**src/rtl/life_controller.sv**
```systemverilog
// Player-life sequencer: life count, post-loss blink pause, respawn and game-over; frame-timed by startOfFrame.
// Latency: all outputs registered, one cycle after the triggering pulse; no backpressure (pulse inputs are never stalled).
module life_controller #(
  parameter int INIT_LIVES   = 3,
  parameter int MAX_LIVES    = 9,
  parameter int PAUSE_FRAMES = 120,
  parameter int BLINK_FRAMES = 15
) (
  input  logic       clk,
  input  logic       resetN,
  input  logic       startOfFrame,
  input  logic       startGame,
  input  logic       ballLost,
  input  logic       extraLife,
  output logic [3:0] life,
  output logic       lifeVisible,
  output logic       playActive,
  output logic       ballRespawn,
  output logic       gameOver
);

  localparam int FW = $clog2(PAUSE_FRAMES + 1);
  localparam int BW = (BLINK_FRAMES < 2) ? 1 : $clog2(BLINK_FRAMES + 1);
  localparam logic [3:0]    INIT_L  = 4'(INIT_LIVES);
  localparam logic [3:0]    MAX_L   = 4'(MAX_LIVES);
  localparam logic [FW-1:0] PAUSE_L = FW'(PAUSE_FRAMES);
  localparam logic [BW-1:0] BLINK_L = BW'(BLINK_FRAMES);

  typedef enum logic [1:0] {IDLE, PLAYING, LOSS_PAUSE, GAME_OVER} state_t;

  state_t        state_q, state_d;
  logic [3:0]    life_q, life_d;
  logic          vis_q, vis_d;
  logic          respawn_q, respawn_d;
  logic [FW-1:0] frame_cnt_q, frame_cnt_d;
  logic [BW-1:0] blink_cnt_q, blink_cnt_d;
  logic [3:0]    life_inc;

  // Extra life saturates at the ceiling; a drop at MAX is silent.
  assign life_inc = (life_q >= MAX_L) ? MAX_L : life_q + 4'd1;

  always_comb begin
    state_d     = state_q;
    life_d      = life_q;
    vis_d       = vis_q;
    respawn_d   = 1'b0;
    frame_cnt_d = frame_cnt_q;
    blink_cnt_d = blink_cnt_q;
    case (state_q)
      IDLE, GAME_OVER: begin
        vis_d = 1'b1;
        if (startGame) begin
          state_d     = PLAYING;
          life_d      = INIT_L;
          respawn_d   = 1'b1;
          frame_cnt_d = '0;
          blink_cnt_d = '0;
        end
      end
      PLAYING: begin
        if (ballLost) begin
          if (life_q <= 4'd1 && !extraLife) begin
            state_d = GAME_OVER;
            life_d  = 4'd0;
            vis_d   = 1'b1;
          end else begin
            // Loss and award in the same cycle cancel out.
            state_d     = LOSS_PAUSE;
            life_d      = extraLife ? life_q : life_q - 4'd1;
            vis_d       = 1'b0;
            frame_cnt_d = '0;
            blink_cnt_d = '0;
          end
        end else if (extraLife) begin
          life_d = life_inc;
        end
      end
      LOSS_PAUSE: begin
        if (extraLife) life_d = life_inc;
        if (startOfFrame) begin
          frame_cnt_d = frame_cnt_q + FW'(1);
          blink_cnt_d = blink_cnt_q + BW'(1);
          if (blink_cnt_d == BLINK_L) begin
            vis_d       = ~vis_q;
            blink_cnt_d = '0;
          end
          if (frame_cnt_d == PAUSE_L) begin
            state_d     = PLAYING;
            vis_d       = 1'b1;
            respawn_d   = 1'b1;
            frame_cnt_d = '0;
            blink_cnt_d = '0;
          end
        end
      end
      default: state_d = IDLE;
    endcase
  end

  always_ff @(posedge clk or negedge resetN) begin
    if (!resetN) begin
      state_q     <= IDLE;
      life_q      <= 4'd0;
      vis_q       <= 1'b1;
      respawn_q   <= 1'b0;
      frame_cnt_q <= '0;
      blink_cnt_q <= '0;
    end else begin
      state_q     <= state_d;
      life_q      <= life_d;
      vis_q       <= vis_d;
      respawn_q   <= respawn_d;
      frame_cnt_q <= frame_cnt_d;
      blink_cnt_q <= blink_cnt_d;
    end
  end

  assign life        = life_q;
  assign lifeVisible = vis_q;
  assign ballRespawn = respawn_q;
  assign playActive  = (state_q == PLAYING);
  assign gameOver    = (state_q == GAME_OVER);

endmodule

```
**config.mk**
```make
export PLATFORM = sky130hd
export DESIGN_NAME = life_controller
export DESIGN_NICKNAME = d
export VERILOG_FILES = /design/src/rtl/life_controller.sv
export SDC_FILE = /design/constraint.sdc
export NUM_CORES = 1
export LEC_CHECK = 0
export BUFFER_PORTS_ARGS = -buffer_cell sky130_fd_sc_hd__buf_2
export CAP_MARGIN = 40
export CORE_MARGIN = 3
export CORE_UTILIZATION = 58
export DETAILED_ROUTE_END_ITERATION = 8
export PLACE_DENSITY = 0.89
export SYNTH_ARGS = -nofsm -noshare
export SYNTH_HDL_FRONTEND = slang
export SYNTH_SLANG_ARGS = --single-unit
```
**constraint.sdc**
```tcl
create_clock -name clk -period 2.5 [get_ports clk]
set_clock_uncertainty 0.15 [all_clocks]
set_input_delay 0.125 -clock clk [delete_from_list [all_inputs] [get_ports clk]]
set_output_delay 0.125 -clock clk [all_outputs]
set_load 0.005 [all_outputs]
```
==> results of run 1 <==
## metal layers
layer  vias to the layer above  part of all wire [%]  global-route usage, %
li1                        599                     -                      -
met1                       620                    42                  29.69
met2                        69                    49                  42.74
met3                        20                   5.9                  5.263
met4                         0                   2.9                  10.79
met5                         -                     0                      0
## final cells by class
class                   instances  area, um2
clock buffers                   3      22.52
clock inverters                 1      5.005
fillers                       172      585.6
inverters                      10      37.54
multi-input cells             117      810.8
flip-flops and latches         19      476.7
well taps                      27      33.78
repair buffers                 18      110.1
## worst max-delay path, cell delays in order (launching register included)
cell and delay [ns]:
dfrtp_1 0.48, inv_1 0.08, ha_1 0.25, nor2_1 0.32
nor2_4 0.11, a211oi_4 0.43, nand3_1 0.17, o21ai_0 0.21
## cell families after synthesis
kind of cell | count (synthesis) | share of synthesized area [%]
flip-flops | 19 | 35.51
adder cells (fa/ha/maj) | 9 | 8.388
XOR/XNOR | 1 | 0.6525
AO/OA/AOI/OAI | 56 | 29.55
multiplexers | 3 | 2.982
AND/OR/NAND/NOR | 48 | 18.55
buffers and inverters | 14 | 4.381
## registers in the layout (all words and copies together), names as in the netlist
register and count:
lifeVisible 1, life 4, frame_cnt_q 7, blink_cnt_q 4, state_q 2, ballRespawn 1
## cells in the final DEF (no fill, tap or decap), drive strengths merged, types with 2 or more instances in the layout
| cell type | Yosys | layout |
|---|---|---|
| a21oi | 9 | 9 |
| o41ai | 2 | 2 |
| mux2 | 2 | 2 |
| nor2b | 2 | 2 |
| nand2b | 6 | 6 |
| ha | 9 | 9 |
| a22o | 2 | 2 |
| and3 | 3 | 3 |
| o22ai | 3 | 3 |
| a2bb2oi | 2 | 2 |
| nand2 | 12 | 12 |
| dfrtp | 18 | 18 |
| dlygate4sd3 | 0 | 3 |
| o31ai | 2 | 2 |
| clkbuf | 1 | 3 |
| nor3 | 2 | 2 |
| a211oi | 4 | 4 |
| or3 | 2 | 2 |
| a31oi | 3 | 3 |
| nand3 | 7 | 7 |
| o21bai | 2 | 2 |
| inv | 10 | 10 |
| nand4 | 2 | 2 |
| o21ai | 16 | 16 |
| nor2 | 10 | 10 |
| a41oi | 2 | 2 |
| buf | 3 | 15 |
## power groups by stage
stage	Combinational, mW	Sequential [mW]	Clock (mW)
finish	1.06	0.513	0.163
global route	1.17	0.525	0.175
CTS	1.03	0.508	0.162
detailed placement	1.01	0.513	0
global placement	0.972	0.505	0
floorplan	0.776	0.493	0
## worst paths after layout
path / cells after the start / end / slack [ns] / start
max in group asynchronous: 2 / lifeVisible / 1.76 / resetN
worst max register to register: 7 / blink_cnt_q[0] / 0.21 / life[0]
worst max-delay path: 7 / blink_cnt_q[0] / 0.21 / life[0]
worst min register to register: 1 / frame_cnt_q[6] / 0.37 / frame_cnt_q[6]
min in group clk: 3 / life[1] / 0.15 / extraLife
worst min-delay path: 2 / blink_cnt_q[2] / 0.11 / resetN
## per-stage QoR
stage	utilization [%]	instance area (um2)	hold WS, ns
final	71.88	1496	0.1084
after global routing	71.88	1496	0.1474
after CTS	71.69	1493	0.1326
after detailed placement	68.93	1435	-0.06359
after global placement	68.93	1435	-0.07005
after floorplan	-	1343	-0.3206
## repair_timing
action                                  in CTS  in global routing
hold endpoints to repair                    20                  0
gates resized for setup                      0                  1
endpoints found under the setup margin       0                  1
hold buffers                                 3                  0
==> summary.txt, run 1 <==
status: complete, no violations
post-synthesis net count: 165
relative slew slack: 63.09%
Mean Syn Cell Area: 8.950 um2
clk buf depth: 2
sequential power share: 29.6%
initial drt markers: 82
clock share of power: 9.4%
die width: 54.11 um
biggest area consumer among synthesized cells: dfrtp_1
Sw Ratio: 47.34%
Mapped Cells: 150
Required @ worst endpoint: 2.57 ns
P_sw: 819.8 uW
share of cells above drive strength 1: 17.26%
Max VDD drop: 0.0008768 V
count of different cell masters after synthesis: 48
dpl cells: 188
HPWL after DPL: 2312 um
crit share post-route: 91.62%
die area: 2928 um2
final-report max-slew violation count: 0
Final GP Congestion: 0.8274
clock sink count: 19
post-route non-filler standard cell count: 195
Worst-path clk slew: 0.12 ns
Top Ports: 14
vias in the first global route: 1,244
routed len/inst: 16.58 um
Setup Viol. Count Final: 0
Worst-Skew Late Latency: 0.32 ns
Starting Density: 64.48%
Final Hold Viols: 0
critical path class: register to register
CP Max Fanout: 8
ys async rst share: 100.0%
Num CTS Buffers: 3
# port buffers: 13
count leader, synth: dfrtp_1
#FFs+latches synth: 19
element type at the critical path end: register
vias per inst: 6.708
total global routing overflow: 0
clock root buffer: clkbuf_4
Yosys top cell area share: 33.55%
largest net degree at the start of global routing: 20
fmax: 0.4366 GHz
number of synthesized flops with an enable pin: 0
final wirelength: 3234 um
Die Height: 54.11 um
DRC violations left: 0
fin worst setup slack: 0.2096 ns
Static Leak: 0.6691 nW
overall power: 1.732 mW
ranking of synthesized cells by area: dfrtp_1 (34%), ha_1 (8.4%), o21ai_0 (4.5%)
Global Route Usage Sum: 24.88%
Yosys warnings: 0
Setup WS pre-CTS: 0.1972 ns
unrepaired setup endpoints after global routing: no
sequential area share after synthesis: 35.51%
PwrDens: 1157 nW/um2
first-pass GRT wire length: 5313 um
CTS H-Tree Depth: 1
TritonRoute pass-1 iters: 4
post-route ant nets: 0
core area: 2082 um2
CTS tree: yes
via count: 1,308
FP Rows: 16
Cell Area, Synth: 1343 um2
final setup TNS: 0 ns
max cap viols: 0
area grow syn2layout: 11.46%
diodes inserted: 0
CP arrival: 2.36 ns
Internal Power: 912.0 uW
Worst setup SP type: register
fin nets: 184
Min Clock Period, post-route: 2.290 ns
Hold Path Class: input pin to async pin
commonest cells in the netlist: dfrtp_1 (18), nand2_1 (12), o21ai_0 (12)
Logic pwr share: 61.0%
post-CTS setup buffer count: 0
Post-synth top flop: dfrtp_1
initial antenna violation count: 0
Slew @ Worst Pin: 0.5464 ns
Power figures use the tool's default switching activity.
==> inputs of run 2 (changes only) <==
--- a/config.mk
+++ b/config.mk
@@ -8,9 +8,10 @@
 export BUFFER_PORTS_ARGS = -buffer_cell sky130_fd_sc_hd__buf_2
 export CAP_MARGIN = 40
 export CORE_MARGIN = 3
-export CORE_UTILIZATION = 58
+export CORE_UTILIZATION = 60
+export CTS_BUF_LIST = sky130_fd_sc_hd__clkbuf_8
 export DETAILED_ROUTE_END_ITERATION = 8
-export PLACE_DENSITY = 0.89
+export PLACE_DENSITY = 0.91
 export SYNTH_ARGS = -nofsm -noshare
 export SYNTH_HDL_FRONTEND = slang
 export SYNTH_SLANG_ARGS = --single-unit
==> run 2 against run 1 <==
Net effect:
- fmax decreased by 3.7%
- via count is 2.8% lower
- sequential cell count did not move
- first-iteration DRC count increased by 7.3%
- utilization increased by 1.3 points
- non-clock buffer count decreased by 2
- die area is 3.0% lower
- clock power rose by 32%
- worst hold slack got worse by 0.077 ns
- largest cell class unchanged
==> summary.txt, run 2 (same netlist as run 1, synthesis figures left out) <==
fmax: 0.4203 GHz (was 0.4366 GHz)
Biggest register: frame_cnt_q (unchanged)
clock root buffer: clkbuf_8 (was clkbuf_4)
max cap viols: 0 (unchanged)
post-route ant nets: 0 (unchanged)
clock sink count: 19 (unchanged)
Hold Path Class: input pin to register (was input pin to async pin)
Worst-path clk slew: 0.08 ns (was 0.12 ns)
most frequent cells in the layout: dfrtp_1 (18), buf_2 (13), nand2_1 (12), o21ai_0 (12), inv_1 (10) (unchanged)
placed inst area: 1435 um2 (unchanged)
Slew @ Worst Pin: 0.5192 ns (was 0.5464 ns)
CTS H-Tree Depth: 1 (unchanged)
fin worst setup slack: 0.1209 ns (was 0.2096 ns)
via count: 1,271 (was 1,308)
HPWL after DPL: 2353 um (was 2312 um)
largest net degree at the start of global routing: 20 (unchanged)
initial drt markers: 88 (was 82)
status: complete, no violations (unchanged)
Setup Viol. Count Final: 0 (unchanged)
# port buffers: 13 (unchanged)
core area: 2042 um2 (was 2082 um2)
Static Leak: 0.6700 nW (was 0.6691 nW)
die area: 2841 um2 (was 2928 um2)
vias in the first global route: 1,186 (was 1,244)
GR peak layer: met2 (unchanged)
Final GP Congestion: 0.8618 (was 0.8274)
share of cells above drive strength 1: 17.47% (was 17.26%)
Worst-Skew Late Latency: 0.26 ns (was 0.32 ns)
area grow syn2layout: 11.37% (was 11.46%)
WHS: 0.03146 ns (was 0.1084 ns)
DRC violations left: 0 (unchanged)
diodes inserted: 0 (unchanged)
routed len/inst: 16.45 um (was 16.58 um)
fin area: 1495 um2 (was 1496 um2)
element type at the critical path end: register (unchanged)
vias per inst: 6.585 (was 6.708)
Required @ worst endpoint: 2.49 ns (was 2.57 ns)
final setup TNS: 0 ns (unchanged)
Final Hold Viols: 0 (unchanged)
Global Route Usage Sum: 24.69% (was 24.88%)
final-report max-slew violation count: 0 (unchanged)
FP Rows: 16 (unchanged)
fin nets: 182 (was 184)
clk buf depth: 2 (unchanged)
CP Max Fanout: 11 (was 8)
PwrDens: 1185 nW/um2 (was 1157 nW/um2)
max reg flops: 7 (unchanged)
Top Ports: 14 (unchanged)
Min Clock Period, post-route: 2.379 ns (was 2.290 ns)
die width: 53.30 um (was 54.11 um)
Die Height: 53.30 um (was 54.11 um)
Worst setup SP type: register (unchanged)
final wirelength: 3175 um (was 3234 um)
M3 GR Usage: 2.817% (was 5.263%)
Setup WS pre-CTS: 0.2046 ns (was 0.1972 ns)
crit-path cells: inv_1, ha_1, nor2b_1, a211o_1, nor2_1, a32o_1 (was inv_1, ha_1, nor2_1, nor2_4, a211oi_4, nand3_1, o21ai_0)
CP max stage cell: ha_1 (was dfrtp_1)
CTS tree: yes (unchanged)
CP arrival: 2.37 ns (was 2.36 ns)
fill count: 129 (was 172)
critical path class: register to register (unchanged)
Starting Density: 65.75% (was 64.48%)
first-pass GRT wire length: 5223 um (was 5313 um)
grt met1 use: 31.13% (was 29.69%)
initial antenna violation count: 0 (unchanged)
overall power: 1.772 mW (was 1.732 mW)
crit share post-route: 95.16% (was 91.62%)
unrepaired setup endpoints after global routing: no (unchanged)
Num CTS Buffers: 3 (unchanged)
crit-path max cell delay: 0.48 ns (about the same)
TritonRoute pass-1 iters: 5 (was 4)
relative slew slack: 64.93% (was 63.09%)
Max VDD drop: 0.0005863 V (was 0.0008768 V)
total global routing overflow: 0 (unchanged)
M2 GR Usage: 43.27% (was 42.74%)
commonest non-fill, non-tap cell in the layout: dfrtp_1 (unchanged)
==> run 2: final timing paths <==
| kind | cells after the start | startpoint | slack [ns] | to |
|---|---|---|---|---|
| max | 6 | state_q[0] | 0.12 | blink_cnt_q[1] |
| min | 3 | startGame | 0.03 | ballRespawn |
| max reg2reg | 6 | state_q[0] | 0.12 | blink_cnt_q[1] |
| min reg2reg | 1 | frame_cnt_q[6] | 0.34 | frame_cnt_q[6] |
| max in group asynchronous | 2 | resetN | 1.69 | lifeVisible |
| min in group asynchronous | 2 | resetN | 0.19 | blink_cnt_q[2] |
==> run 2: timing repair <==
action,4_1_cts,5_1_grt
hold buffers,1,0
gates resized for setup,0,1
setup endpoints to repair,0,1
endpoints found under the hold margin,19,0
setup buffers,0,0
==> run 2: per-stage QoR <==
step,utilization (%),std cells
after floorplan,-,150
after global placement,70.28,188
after detailed placement,70.28,188
after CTS,73.04,193
after global routing,73.22,193
final,73.22,193
==> run 2: routing by layer <==
| layer | share of wire (%) | vias up |
|---|---|---|
| met5 | 0 | - |
| met4 | 0.82 | 0 |
| met3 | 6.6 | 4 |
| met2 | 49 | 71 |
| met1 | 43 | 602 |
| li1 | - | 594 |
==> run 2: report_power, final <==
group	switching, mW	leakage [nW]	internal [mW]
Clock	0.104	0.0255	0.111
Combinational	0.597	0.394	0.444
Sequential	0.117	0.250	0.398
Total	0.818	0.670	0.953
==> run 2: area by class of cell <==
type	instances	area, um2	share of cell area, %
multi-input cells	117	810.8	54.23
flip-flops and latches	19	476.7	31.88
repair buffers	16	90.09	6.025
clock buffers	3	41.29	2.762
inverters	10	37.54	2.510
well taps	27	33.78	2.259
clock inverters	1	5.005	0.3347
==> run 2: worst max-delay path: cells and delay by family, from the launching register on <==
kind                       cells  cell delay (ns)
adders and majority gates      1             0.48
AOI/OAI and AO/OA              2             0.62
buffers and inverters          1             0.07
DFF                            1             0.43
and+or+nand+nor                2             0.51
==> inputs of run 3 (changes only) <==
--- a/config.mk
+++ b/config.mk
@@ -12,6 +12,7 @@
 export CTS_BUF_LIST = sky130_fd_sc_hd__clkbuf_8
 export DETAILED_ROUTE_END_ITERATION = 8
 export PLACE_DENSITY = 0.91
+export RECOVER_POWER = 50
 export SYNTH_ARGS = -nofsm -noshare
 export SYNTH_HDL_FRONTEND = slang
 export SYNTH_SLANG_ARGS = --single-unit
==> run 3 against run 2 <==
Net effect:
- sequential power barely moved
- register-to-register slack better by 0.02 ns
- design area fell by 0.25%
- final cell count unchanged
- sequential cell count did not move
- wire length up 0.19%
- setup slack better by 0.017 ns
- non-clock buffer count unchanged
- critical endpoint unchanged
- largest cell class unchanged
- largest power group unchanged
==> summary.txt, run 3 (same netlist as run 1, synthesis figures left out) <==
status: complete, no violations (unchanged)
Worst-path clk slew: 0.08 ns (about the same)
CTS tree: yes (unchanged)
Worst R2R Path Depth: 6 (unchanged)
clk buf depth: 2 (unchanged)
clock root buffer: clkbuf_8 (unchanged)
Min Clock Period, post-route: 2.362 ns (was 2.379 ns)
Max VDD drop: 0.0005802 V (was 0.0005863 V)
Final Hold Viols: 0 (unchanged)
hold depth: 3 (unchanged)
dpl cells: 188 (unchanged)
FP Rows: 16 (unchanged)
largest net degree at the start of global routing: 20 (unchanged)
final-report max-slew violation count: 0 (unchanged)
die width: 53.30 um (unchanged)
Slew @ Worst Pin: 1.020 ns (was 0.5192 ns)
max cap viols: 0 (unchanged)
vias in the first global route: 1,186 (unchanged)
Required @ worst endpoint: 2.49 ns (about the same)
Static Leak: 0.6600 nW (was 0.6700 nW)
CP Max Fanout: 11 (unchanged)
unrepaired setup endpoints after global routing: no (unchanged)
Worst setup SP type: register (unchanged)
crit-path max cell delay: 0.46 ns (was 0.48 ns)
relative slew slack: 32.01% (was 64.93%)
final setup TNS: 0 ns (unchanged)
CP max stage cell: ha_1 (unchanged)
via count: 1,267 (was 1,271)
CTS H-Tree Depth: 1 (unchanged)
Global Route Usage Sum: 24.69% (unchanged)
cell depth of the worst setup path: 6 (unchanged)
fmax: 0.4234 GHz (was 0.4203 GHz)
area grow syn2layout: 11.09% (was 11.37%)
crit share post-route: 94.48% (was 95.16%)
Worst-Skew Late Latency: 0.26 ns (about the same)
overall power: 1.769 mW (was 1.772 mW)
crit-path cells: inv_1, ha_1, nor2b_1, a211o_1, nor2_1, a32o_1 (unchanged)
Top Ports: 14 (unchanged)
routed len/inst: 16.48 um (was 16.45 um)
Final Util: 73.04% (was 73.22%)
initial drt markers: 101 (was 88)
WP buf/inv: 1 (unchanged)
most frequent cells in the layout: dfrtp_1 (18), nand2_1 (12), o21ai_0 (12) (was dfrtp_1 (18), buf_2 (13), nand2_1 (12), o21ai_0 (12), inv_1 (10))
critical path class: register to register (unchanged)
first-pass GRT wire length: 5223 um (unchanged)
final wirelength: 3181 um (was 3175 um)
Final GP Congestion: 0.8618 (unchanged)
clock sink count: 19 (unchanged)
# port buffers: 13 (unchanged)
max reg flops: 7 (unchanged)
initial antenna violation count: 0 (unchanged)
element type at the critical path end: register (unchanged)
total global routing overflow: 0 (unchanged)
CP delay by family, top: compound AO/OA/AOI/OAI gates (unchanged)
die area: 2841 um2 (unchanged)
placed inst area: 1435 um2 (unchanged)
diodes inserted: 0 (unchanged)
HPWL after DPL: 2353 um (unchanged)
vias per inst: 6.565 (was 6.585)
Setup Viol. Count Final: 0 (unchanged)
share of cells above drive strength 1: 15.66% (was 17.47%)
Num CTS Buffers: 3 (unchanged)
PwrDens: 1186 nW/um2 (was 1185 nW/um2)
Biggest register: frame_cnt_q (unchanged)
post-route non-filler standard cell count: 193 (unchanged)
fin nets: 182 (unchanged)
post-route ant nets: 0 (unchanged)
DRC violations left: 0 (unchanged)
commonest non-fill, non-tap cell in the layout: dfrtp_1 (unchanged)
TritonRoute pass-1 iters: 4 (was 5)
Hold Path Class: input pin to register (unchanged)
core area: 2042 um2 (unchanged)
CP arrival: 2.35 ns (was 2.37 ns)
Starting Density: 65.75% (unchanged)
Die Height: 53.30 um (unchanged)
fin area: 1491 um2 (was 1495 um2)
==> run 3: cell types whose count changed in the layout (fill, tap and decap cells not counted) <==
cell,before,now
buf_2,13,10
clkbuf_1,0,3
==> run 3: final cells by class <==
class / count / area, um2
clock inverters: 1 / 5.005
inverters: 10 / 37.54
multi-input cells: 117 / 810.8
well taps: 27 / 33.78
clock buffers: 3 / 41.29
flip-flops and latches: 19 / 476.7
fillers: 131 / 550.5
repair buffers: 16 / 86.33
==> run 3: repair_timing <==
| item | in CTS | in global routing |
|---|---|---|
| setup endpoints to repair | 0 | 1 |
| hold buffers | 1 | 0 |
| endpoints found under the hold margin | 19 | 0 |
| gates resized for setup | 0 | 1 |
| setup buffers | 0 | 0 |
==> run 3: per-layer routing <==
| metal | share of wire (%) | track usage [%] | up-vias |
|---|---|---|---|
| met5 | 0 | 0 | - |
| met4 | 0.82 | 7.660 | 0 |
| met3 | 6.0 | 2.817 | 4 |
| met2 | 50 | 43.27 | 62 |
| met1 | 43 | 31.13 | 608 |
| li1 | - | - | 593 |
==> run 3: metrics by stage <==
stage | hold slack [ns] | setup slack [ns]
2_1_floorplan | -0.3206 | 0.4633
3_3_place_gp | -0.07540 | 0.3365
3_5_place_dp | -0.07037 | 0.2046
4_1_cts | 0.01462 | 0.1779
5_1_grt | 0.03723 | 0.005709
6_report | 0.02333 | 0.1380
==> run 3: where the power goes <==
group          switching (mW)  internal, mW  total, mW
combinational           0.596         0.441       1.04
clock                   0.104         0.111      0.214
sequential              0.120         0.398      0.518
total                   0.819         0.949       1.77
==> run 3: worst register-to-register path: cells and delay by family, from the launching register on <==
kind                       cells  cell delay (ns)
AOI/OAI and AO/OA              2             0.62
and+or+nand+nor                2             0.51
adders and majority gates      1             0.46
DFF                            1             0.43
buffers and inverters          1             0.07
==> run 3: final timing paths <==
check	from	end	slack [ns]
max	state_q[0]	blink_cnt_q[1]	0.14
min	startGame	ballRespawn	0.02
max reg2reg	state_q[0]	blink_cnt_q[1]	0.14
min reg2reg	frame_cnt_q[6]	frame_cnt_q[6]	0.34
max in group asynchronous	resetN	frame_cnt_q[4]	1.16
min in group asynchronous	resetN	blink_cnt_q[2]	0.41
